**src/rtl/io_input_port.sv**
```systemverilog
// io_input_port: synchronizes and debounces board switches and push-buttons and
// exposes them as a memory-mapped STATUS register plus a read-to-clear EVENT register.
module io_input_port #(
  parameter int unsigned TICK_DIV       = 50000,
  parameter int unsigned STABLE_SAMPLES = 4,
  parameter logic [15:0] STATUS_ADDR    = 16'h3FFE,
  parameter logic [15:0] EVENT_ADDR     = 16'h3FFD
) (
  input  logic        clk,
  input  logic        nRst,
  input  logic [15:0] dataAddress,
  input  logic        dataRdEn,
  input  logic [9:0]  SW,
  input  logic [2:0]  BUTTON,
  output logic [31:0] readDataOut,
  output logic        readValid
);

  localparam int unsigned CNT_W = (TICK_DIV > 1) ? $clog2(TICK_DIV) : 1;
  localparam int unsigned NIN   = 13;
  localparam int unsigned HIST  = STABLE_SAMPLES - 1;
  localparam logic [CNT_W-1:0] CNT_LAST = CNT_W'(TICK_DIV - 1);

  // Buttons sit in the top three bits in raw (active-low) polarity, so idle is all ones.
  localparam logic [NIN-1:0] RESET_LEVEL = {3'b111, 10'b0};

  logic [NIN-1:0]            sync1_q, sync2_q;
  logic [HIST-1:0][NIN-1:0]  hist_q, hist_d;
  logic [NIN-1:0]            level_q, level_d;
  logic [CNT_W-1:0]          cnt_q, cnt_d;
  logic                      tick_q, tick_d;
  logic [5:0]                event_q, event_d;
  logic [31:0]               readData_d;
  logic                      readValid_d;

  logic [NIN-1:0] allOnes, allZeros;
  logic [2:0]     pressed_q, pressed_d;
  logic           statusHit, eventHit;
  logic [31:0]    statusWord, eventWord;

  assign cnt_d  = (cnt_q == CNT_LAST) ? '0 : cnt_q + 1'b1;
  assign tick_d = (cnt_q == CNT_LAST);

  // The history holds the older samples; the incoming sync2 value completes the window.
  always_comb begin
    allOnes  = sync2_q;
    allZeros = ~sync2_q;
    for (int k = 0; k < int'(HIST); k++) begin
      allOnes  = allOnes & hist_q[k];
      allZeros = allZeros & ~hist_q[k];
    end
    hist_d  = hist_q;
    level_d = level_q;
    if (tick_q) begin
      hist_d[0] = sync2_q;
      for (int k = 1; k < int'(HIST); k++) begin
        hist_d[k] = hist_q[k-1];
      end
      level_d = (level_q | allOnes) & ~allZeros;
    end
  end

  assign pressed_q = ~level_q[12:10];
  assign pressed_d = ~level_d[12:10];

  assign statusWord = {19'b0, pressed_q, level_q[9:0]};
  assign eventWord  = {26'b0, event_q};

  // A same-edge set beats the read-to-clear so no event is ever dropped.
  always_comb begin
    statusHit   = dataRdEn && (dataAddress == STATUS_ADDR);
    eventHit    = dataRdEn && (dataAddress == EVENT_ADDR);
    readValid_d = statusHit || eventHit;
    readData_d  = '0;
    if (statusHit) begin
      readData_d = statusWord;
    end else if (eventHit) begin
      readData_d = eventWord;
    end
    event_d = (eventHit ? 6'b0 : event_q) |
              {pressed_q & ~pressed_d, pressed_d & ~pressed_q};
  end

  always_ff @(posedge clk or negedge nRst) begin
    if (!nRst) begin
      sync1_q     <= RESET_LEVEL;
      sync2_q     <= RESET_LEVEL;
      hist_q      <= {HIST{RESET_LEVEL}};
      level_q     <= RESET_LEVEL;
      cnt_q       <= '0;
      tick_q      <= 1'b0;
      event_q     <= '0;
      readDataOut <= '0;
      readValid   <= 1'b0;
    end else begin
      sync1_q     <= {BUTTON, SW};
      sync2_q     <= sync1_q;
      hist_q      <= hist_d;
      level_q     <= level_d;
      cnt_q       <= cnt_d;
      tick_q      <= tick_d;
      event_q     <= event_d;
      readDataOut <= readData_d;
      readValid   <= readValid_d;
    end
  end

endmodule

```
**config.mk**
```make
export PLATFORM = sky130hd
export DESIGN_NAME = io_input_port
export DESIGN_NICKNAME = d
export VERILOG_FILES = /design/src/rtl/io_input_port.sv
export SDC_FILE = /design/constraint.sdc
export NUM_CORES = 1
export LEC_CHECK = 0
export BUFFER_PORTS_ARGS = -buffer_cell sky130_fd_sc_hd__buf_2
export CORE_UTILIZATION = 45
export DETAILED_ROUTE_END_ITERATION = 10
export GPL_ROUTABILITY_DRIVEN = 0
export PLACE_DENSITY = 0.65
export SLEW_MARGIN = 15
export SYNTH_ARGS = -nofsm -noshare
export SYNTH_HDL_FRONTEND = slang
export SYNTH_SLANG_ARGS = --single-unit
```
**constraint.sdc**
```tcl
create_clock -name clk -period 4.1 [get_ports clk]
set_input_delay 0.41 -clock clk [delete_from_list [all_inputs] [get_ports clk]]
set_output_delay 0.41 -clock clk [all_outputs]
set_load 0.05 [all_outputs]
```
==> impl_metrics.py, run 1 <==
metrics = {
    "sta": {
        "drv_slew": 0,
        "layout_min_cycle_time_ns": 2.089,
        "rsz0062_at_grt": "false",
        "tns_ns": 0,
        "tightest_slew_ns": 0.7992,
        "relSlewSlack_pct": 46.72,
        "finalClockSkew_ns": 0.005775,
        "hold_viol": 16,
        "fin_crit_sh_pct": 50.95,
        "clock.fmax_ghz": 0.4787,
        "hold_ws_ns": -0.01255,
        "setup_viol": 0,
    },
    "critical_path": {
        "cp-end-kind": "flop",
        "regToRegStartpoint": "tick_q",
        "crit_fanout": 37,
        "worstPathArrival_ns": 2.51,
        "crit_type": "flop to flop",
        "r2r_slack_ns": 2.01,
        "crit_path_end": "level_q[12]",
        "cp_slowest_cell": "dfrtp_2",
        "crit_chain": "buf_4 -> or4b_2 -> a21oi_1 -> nor2_1",
        "slowest_delay_ns": 0.78,
        "crit_required_ns": 4.52,
        "r2r_cells": 4,
        "startpoint": "tick_q",
        "start_kind": "flop",
        "r2r-end": "level_q[12]",
    },
    "layout": {
        "syn_to_final_growth_pct": 21.20,
        "drive_above_1_share_pct": 36.30,
        "fin_area_um2": 5429,
        "finalNetCount": 436,
        "n_antenna_cell": 0,
    },
    "synth": {
        "synth_seq_cells": 115,
        "synth_commonest_cells": "dfrtp_1, mux2_2, nor2_1",
        "synthTopCellsByArea": "dfrtp_1, dfstp_2, mux2_2",
        "synth_warnings": 0,
        "postSynth.asyncResetShare_pct": 100.0,
        "synthCells": 337,
        "synthesis.area_um2": 4479,
        "yosys_most_used_dff": "dfrtp_1",
        "yosys.area.top_type": "dfrtp_1",
        "yosysUniqueCellTypes": 37,
        "yosysSeqAreaShare_pct": 64.75,
        "post-synth-top-count-cell": "dfrtp_1",
        "yosysTopAreaCellShare_pct": 54.19,
        "avgSynthCellArea_um2": 13.29,
        "synth_edf_count": 0,
    },
    "placed_design": {
        "place_hpwl_mm": 4.400,
        "dpl_cell_area_um2": 4777,
        "io_buffers": 45,
    },
    "outcome": {
        "status": "finished with violations",
        "violations": "hold timing",
    },
    "detailed_routing": {
        "wl_met3_um": 272,
        "drc_errors": 0,
        "routed_wl_mm": 7.139,
        "wl_met1_mm": 3.304,
        "avgViaCountPerCell": 4.896,
        "highest_layer": "met4",
        "dr.pass1.iters": 4,
        "wl_met2_mm": 3.463,
        "drt-initial-drc-count": 91,
        "num_vias": 2688,
        "wl_per_cell_um": 13.00,
        "ant_nets": 0,
    },
    "power": {
        "p_leak_nw": 2.532,
        "seq_power_share_pct": 44.9,
        "swShare_pct": 23.28,
        "powerDensity_nw_per_um2": 475.2,
        "pwr-share-comb_pct": 3.5,
        "p_clk_share_pct": 51.6,
        "intPower_w": 0.001979,
        "power_switching_w": 0.0006006,
        "ir_drop_uv": 227.5,
    },
    "floorplan": {
        "rows": 36,
        "ios": 65,
        "die_y_um": 101.8,
        "core_um2": 9729,
        "die_x_um": 101.8,
        "start_util_pct": 46.04,
        "die_area_um2": 10360,
    },
    "global_routing": {
        "grt_max_degree": 95,
        "antenna_found_initial": 0,
        "overflow": 0,
        "grt_pass1_wl_mm": 12.02,
        "grt.total_usage_pct": 15.41,
        "grt_pass1_vias": 2559,
    },
    "clocking": {
        "postCtsSetupBuffers": 0,
        "cts-buffers-inserted": 17,
        "clockBufferDepth": 2,
        "clkLatencyLatePin_ns": 0.49,
        "clk_pin_slew_worst_paths_ns": 0.06,
        "root_buffer": "clkbuf_8",
        "clkSinkCount": 115,
        "cts_tree": "yes",
        "htreeDepth": 4,
    },
    "job": {
        "maxCapViolCount": 0,
    },
    "worst_hold_path": {
        "hold_class": "primary input to async pin",
    },
}
## registers in the layout (all words and copies together) (netlist names)
name         count
sync2_q         13
event_q          6
tick_q           1
hist_q          39
sync1_q         13
readDataOut     13
cnt_q           16
readValid        1
level_q         13
## metal layers
layer / track usage (%) / vias up
met5: 0 / -
met1: 19.62 / 1313
li1: - / 1301
met3: 4.003 / 8
met4: 9.030 / 0
met2: 23.86 / 66
## cell usage in the layout, fill, tap and decap left out, types with 9 or more instances in the layout
master	n
conb_1	19
dfstp_2	18
a41oi_1	11
clkbuf_16	16
dfrtp_1	96
buf_2	44
a21oi_1	12
nand2_1	11
mux2_2	38
nor2_1	33
dlygate4sd3_1	10
xnor2_1	9
or4b_2	11
## worst max-delay path, delay by kind of cell (launching register included)
kind                   cells  cell delay (ns)
AND/OR/NAND/NOR            2             0.70
buffers and inverters      1             0.33
flip-flops                 1             0.78
AO/OA/AOI/OAI              1             0.19
## power groups by stage
stage | combinational [W] | sequential, W | clock [W]
6_report | 0.0000899 | 0.00116 | 0.00133
5_1_grt | 0.000101 | 0.00116 | 0.00142
4_1_cts | 0.0000903 | 0.00116 | 0.00136
3_5_place_dp | 0.0000844 | 0.00118 | 0
3_3_place_gp | 0.0000834 | 0.00118 | 0
2_1_floorplan | 0.0000603 | 0.00117 | 0
## per-stage QoR
step	cells	worst slack [ns]	utilization, %	hold slack (ns)	power [W]
after floorplan	355	2.466	-	0.1144	0.001235
after global placement	507	2.090	49.10	0.3314	0.001260
after detailed placement	507	2.052	49.10	0.3371	0.001261
after CTS	547	2.023	55.56	0.001934	0.002612
after global routing	549	1.928	55.80	0.003764	0.002678
final	549	2.011	55.80	-0.01255	0.002580
## how the worst min path moves through the flow
stage | endpoint | depth (start not counted)
final | readDataOut[10] | 1
after global routing | sync1_q[5] | 1
after CTS | sync1_q[1] | 1
after detailed placement | sync2_q[4] | 0
after global placement | sync2_q[9] | 0
after floorplan | cnt_q[0] | 0
## cells by family (layout without fill, tap and decap cells)
group | after synthesis | after routing | share of synthesized area (%)
AOI/OAI and AO/OA | 39 | 39 | 6.201
xor gates and xnor gates | 12 | 12 | 2.347
adders and majority gates | 1 | 1 | 0.2793
buffers and inverters | 34 | 95 | 4.609
DFF | 115 | 115 | 64.75
muxes | 38 | 38 | 9.553
other | 1 | 19 | 0.08372
and+or+nand+nor | 97 | 97 | 12.18
## timing repair
item                      in CTS  in global routing
hold endpoints to repair       8                  2
resized for setup              0                  0
hold buffers                   8                  2
## cell type report
class / count / area [um2]
sequential: 115 / 2902
tap: 133 / 166.4
fill: 801 / 4300
multi-input combinational: 206 / 1440
clock buffer: 17 / 414.1
inverter: 5 / 18.77
timing repair buffer: 58 / 354.1
clock inverter: 15 / 133.9
Note: power is estimated with default switching activity, not from simulation.
==> run 2, diff against run 1 <==
- clock period: 4.1 -> 2 ns (I/O delays scaled with it)
==> impl_metrics.py, run 2 (synthesis gave the netlist of run 1 again) <==
metrics = {
    "outcome": {
        "status": "finished clean",
    },
    "placed_design": {
        "place_hpwl_mm": 4.692,
        "io_buffers": 45,
        "dp_cells": 515,
    },
    "detailed_routing": {
        "drt-initial-drc-count": 78,
        "dr.pass1.iters": 6,
        "drc_errors": 0,
        "ant_nets": 0,
        "routed_wl_mm": 7.480,
        "wl_met2_mm": 3.569,
        "wl_per_cell_um": 13.33,
        "wl_met3_um": 351,
        "avgViaCountPerCell": 4.873,
        "num_vias": 2734,
        "wl_met1_mm": 3.391,
        "highest_layer": "met4",
    },
    "layout": {
        "final_common_cell": "dfrtp_1",
        "largest-register": "hist_q",
        "drive_above_1_share_pct": 36.21,
        "finalNetCount": 448,
        "fill_cells": 793,
        "reg.largest.list": "hist_q: 39 flops, cnt_q: 16 flops",
        "fin_util_pct": 57.56,
        "n_antenna_cell": 0,
        "final_cell_mix": "dfrtp_1, buf_2, mux2_2",
        "largest_reg_flops": 39,
        "stdcell_count": 561,
        "syn_to_final_growth_pct": 25.03,
    },
    "clocking": {
        "cts_resized": 0,
        "clockBufferDepth": 2,
        "clkSinkCount": 115,
        "cts_tree": "yes",
        "htreeDepth": 4,
        "root_buffer": "clkbuf_8",
        "clkLatencyLatePin_ns": 0.52,
        "clk_pin_slew_worst_paths_ns": 0.06,
        "cts-buffers-inserted": 17,
        "postCtsSetupBuffers": 0,
    },
    "job": {
        "maxCapViolCount": 0,
    },
    "sta": {
        "hold_viol": 0,
        "fin_crit_sh_pct": 87.37,
        "tns_ns": 0,
        "rsz0062_at_grt": "false",
        "relSlewSlack_pct": 59.41,
        "setup_viol": 0,
        "layout_min_cycle_time_ns": 1.747,
        "clock.fmax_ghz": 0.5723,
        "finalClockSkew_ns": 0.009183,
        "tightest_slew_ns": 0.6089,
        "drv_slew": 0,
        "hold_ws_ns": 0.1399,
    },
    "power": {
        "finalPower_w": 0.005648,
        "ir_drop_uv": 678.2,
        "p_leak_nw": 2.632,
        "powerDensity_nw_per_um2": 1009,
    },
    "critical_path": {
        "r2r_slack_ns": 0.25,
        "crit_type": "flop to flop",
        "start_kind": "flop",
        "crit_fanout": 34,
        "worstPathArrival_ns": 2.15,
        "cp-end-kind": "flop",
        "crit_required_ns": 2.40,
    },
    "worst_hold_path": {
        "hold_class": "primary input to flop",
    },
    "global_routing": {
        "grt.total_usage_pct": 16.34,
        "grt_pass1_vias": 2681,
        "overflow": 0,
        "grt_max_degree": 60,
        "grt_pass1_wl_mm": 12.42,
        "antenna_found_initial": 0,
    },
    "floorplan": {
        "core_um2": 9729,
        "die_x_um": 101.8,
        "start_util_pct": 46.04,
        "die_y_um": 101.8,
        "die_area_um2": 10360,
        "ios": 65,
        "rows": 36,
    },
}
==> run 2: changes by cell type in the layout (fill, tap and decap cells not counted), moves of 2 or more <==
cell / previous run / this run
buf_4: 3 / 11
bufinv_16: 1 / 4
clkbuf_1: 0 / 4
clkbuf_8: 1 / 3
clkinvlp_4: 6 / 2
dlygate4sd3_1: 10 / 14
inv_6: 4 / 0
==> run 2: final cells by class <==
type / count / area (um2) / share of cell area, %
clock buffer: 23 / 456.7 / 8.155
clock inverter: 9 / 153.9 / 2.748
inverter: 5 / 18.77 / 0.3351
multi-input combinational: 206 / 1440 / 25.71
sequential: 115 / 2902 / 51.81
tap: 133 / 166.4 / 2.971
timing repair buffer: 70 / 462.9 / 8.266
==> run 2: final timing paths <==
kind	startpoint	cells past startpoint	endpoint
max	tick_q	3	level_q[4]
max reg2reg	tick_q	3	level_q[4]
min in group asynchronous	nRst	2	readDataOut[4]
min reg2reg	sync1_q[1]	0	sync2_q[1]
max in group asynchronous	nRst	3	hist_q[24]
min	dataAddress[1]	5	readValid
==> run 2: through the flow <==
| stage | setup slack, ns | cell area [um2] |
|---|---|---|
| 2_1_floorplan | 0.5699 | 4547 |
| 3_3_place_gp | 0.2915 | 4850 |
| 3_5_place_dp | 0.2566 | 4850 |
| 4_1_cts | 0.2436 | 5600 |
| 5_1_grt | 0.1154 | 5600 |
| 6_report | 0.2525 | 5600 |
==> run 2: power by group <==
part,internal [W],switching [W]
Clock,0.00208,0.000991
Combinational,0.0000552,0.000144
Sequential,0.00236,0.0000110
Total,0.00450,0.00115
==> run 2: what timing repair did <==
| action | 4_1_cts | 5_1_grt |
|---|---|---|
| endpoints found under the setup margin | 0 | 0 |
| hold buffers | 14 | 0 |
| endpoints found under the hold margin | 48 | 0 |
==> run 2: metal layers <==
metal / vias to the layer above / global-route usage, %
li1: 1323 / -
met5: - / 0
met4: 0 / 9.588
met2: 64 / 25.26
met3: 17 / 6.004
met1: 1330 / 19.65
==> run 2: critical path, stage by stage (launching register included) <==
cell and delay (ns):
dfrtp_2 0.76, or4b_2 0.64, a21oi_1 0.17, nor2_1 0.05
==> run 3, diff against run 2 <==
- CTS_BUF_LIST: unset -> sky130_fd_sc_hd__clkbuf_4
- SLEW_MARGIN: 15 -> 20
==> impl_metrics.py, run 3 (synthesis gave the netlist of run 1 again) <==
metrics = {
    "layout": {
        "final_cell_mix": "dfrtp_1, buf_2, mux2_2",
        "reg.largest.list": "hist_q: 39 flops, cnt_q: 16 flops",
        "final_common_cell": "dfrtp_1",
        "fin_util_pct": 54.57,
        "finalNetCount": 448,
        "syn_to_final_growth_pct": 18.52,
        "stdcell_count": 561,
        "largest_reg_flops": 39,
        "largest-register": "hist_q",
        "drive_above_1_share_pct": 36.68,
        "regArea_um2": 2902,
        "n_antenna_cell": 0,
        "multi_input_area_um2": 1440,
        "fill_cells": 833,
    },
    "clocking": {
        "root_buffer": "clkbuf_4",
        "clockBufferDepth": 2,
        "htreeDepth": 4,
        "postCtsSetupBuffers": 0,
        "cts-buffers-inserted": 17,
        "clkSinkCount": 115,
        "clk_pin_slew_worst_paths_ns": 0.11,
        "cts_tree": "yes",
        "clkLatencyLatePin_ns": 0.49,
    },
    "critical_path": {
        "crit_type": "flop to flop",
        "start_kind": "flop",
        "crit_fanout": 34,
        "worstPathArrival_ns": 2.13,
        "crit_required_ns": 2.37,
        "cp-end-kind": "flop",
    },
    "global_routing": {
        "grt_pass1_wl_mm": 12.01,
        "antenna_found_initial": 0,
        "overflow": 0,
        "grt_max_degree": 60,
        "grt.total_usage_pct": 15.59,
        "grt_pass1_vias": 2643,
    },
    "detailed_routing": {
        "drc_errors": 0,
        "dr.pass1.iters": 4,
        "wl_per_cell_um": 12.91,
        "routed_wl_mm": 7.240,
        "ant_nets": 0,
        "drt-initial-drc-count": 91,
        "avgViaCountPerCell": 4.900,
        "num_vias": 2749,
    },
    "floorplan": {
        "die_x_um": 101.8,
        "die_area_um2": 10360,
        "core_um2": 9729,
        "ios": 65,
        "start_util_pct": 46.04,
        "die_y_um": 101.8,
        "rows": 36,
    },
    "sta": {
        "rsz0062_at_grt": "false",
        "tns_ns": 0,
        "setup_viol": 0,
        "finalClockSkew_ns": 0.02009,
        "tightest_slew_ns": 0.6122,
        "layout_min_cycle_time_ns": 1.762,
        "hold_viol": 0,
        "relSlewSlack_pct": 59.18,
        "clock.fmax_ghz": 0.5677,
        "fin_crit_sh_pct": 88.08,
        "drv_slew": 0,
    },
    "placed_design": {
        "place_hpwl_mm": 4.692,
        "dp_cells": 515,
        "io_buffers": 45,
    },
    "power": {
        "finalPower_w": 0.004413,
        "powerDensity_nw_per_um2": 831.2,
        "p_clk_share_pct": 41.8,
        "intPower_w": 0.003450,
        "ir_drop_uv": 511.3,
        "swShare_pct": 21.81,
        "p_leak_nw": 2.508,
        "seq_power_share_pct": 53.6,
        "power_switching_w": 0.0009624,
        "pwr-share-comb_pct": 4.5,
    },
    "job": {
        "maxCapViolCount": 0,
    },
    "outcome": {
        "status": "finished clean",
    },
    "worst_hold_path": {
        "hold_class": "primary input to flop",
    },
}
==> run 3: cell types whose count changed in the layout (fill, tap and decap cells not counted) <==
cell	previous run	this run
clkbuf_4	0	21
clkbuf_16	16	0
clkbuf_1	4	0
clkbuf_8	3	0
clkinv_1	0	2
==> run 3: final cells by class <==
type | count | area share, %
Clock buffer | 21 | 2.970
Clock inverter | 11 | 3.040
Inverter | 5 | 0.3535
Multi-Input combinational cell | 206 | 27.13
Sequential cell | 115 | 54.65
Tap cell | 133 | 3.135
Timing Repair Buffer | 70 | 8.720
==> run 3: final timing paths <==
check                                from         end  slack (ns)  cells past startpoint
min in group asynchronous            nRst  level_q[0]        0.22                      2
max                                tick_q  level_q[4]        0.24                      3
min reg2reg                    sync1_q[1]  sync2_q[1]        0.36                      0
max reg2reg                        tick_q  level_q[4]        0.24                      3
min                        dataAddress[1]   readValid        0.16                      5
max in group asynchronous            nRst  hist_q[24]        1.07                      3
==> run 3: worst max-delay path, cell delays in order, from the launching register on <==
cell and delay [ns]:
dfrtp_2 0.77, or4b_2 0.64, a21oi_1 0.17, nor2_1 0.06
==> run 3: metal layers <==
layer | vias up | GRT usage [%] | routed length [um]
met4 | 0 | 6.466 | 68
met3 | 7 | 6.142 | 348
met5 | - | 0 | 0
met1 | 1359 | 19.33 | 3335
met2 | 59 | 24.38 | 3488
li1 | 1324 | - | -
==> run 3: per-stage QoR <==
step / hold WS, ns / area [um2] / setup slack [ns]
6_report: 0.1575 / 5309 / 0.2384
5_1_grt: 0.1107 / 5309 / 0.1014
4_1_cts: 0.1155 / 5309 / 0.2373
3_5_place_dp: 0.1873 / 4850 / 0.2566
3_3_place_gp: 0.1886 / 4850 / 0.2915
2_1_floorplan: -0.09559 / 4547 / 0.5699
==> run 3: timing repair <==
item                                    in CTS  in global routing
endpoints found under the setup margin       0                  0
hold buffers                                14                  0
hold endpoints to repair                    48                  0
gates resized for setup                      0                  0
==> run 3: power groups by stage <==
stage | registers (W) | logic, W | clock network [W]
detailed placement | 0.00241 | 0.000181 | 0
global placement | 0.00241 | 0.000179 | 0
global route | 0.00237 | 0.000222 | 0.00202
floorplan | 0.00241 | 0.000124 | 0
CTS | 0.00237 | 0.000203 | 0.00190
finish | 0.00237 | 0.000200 | 0.00185
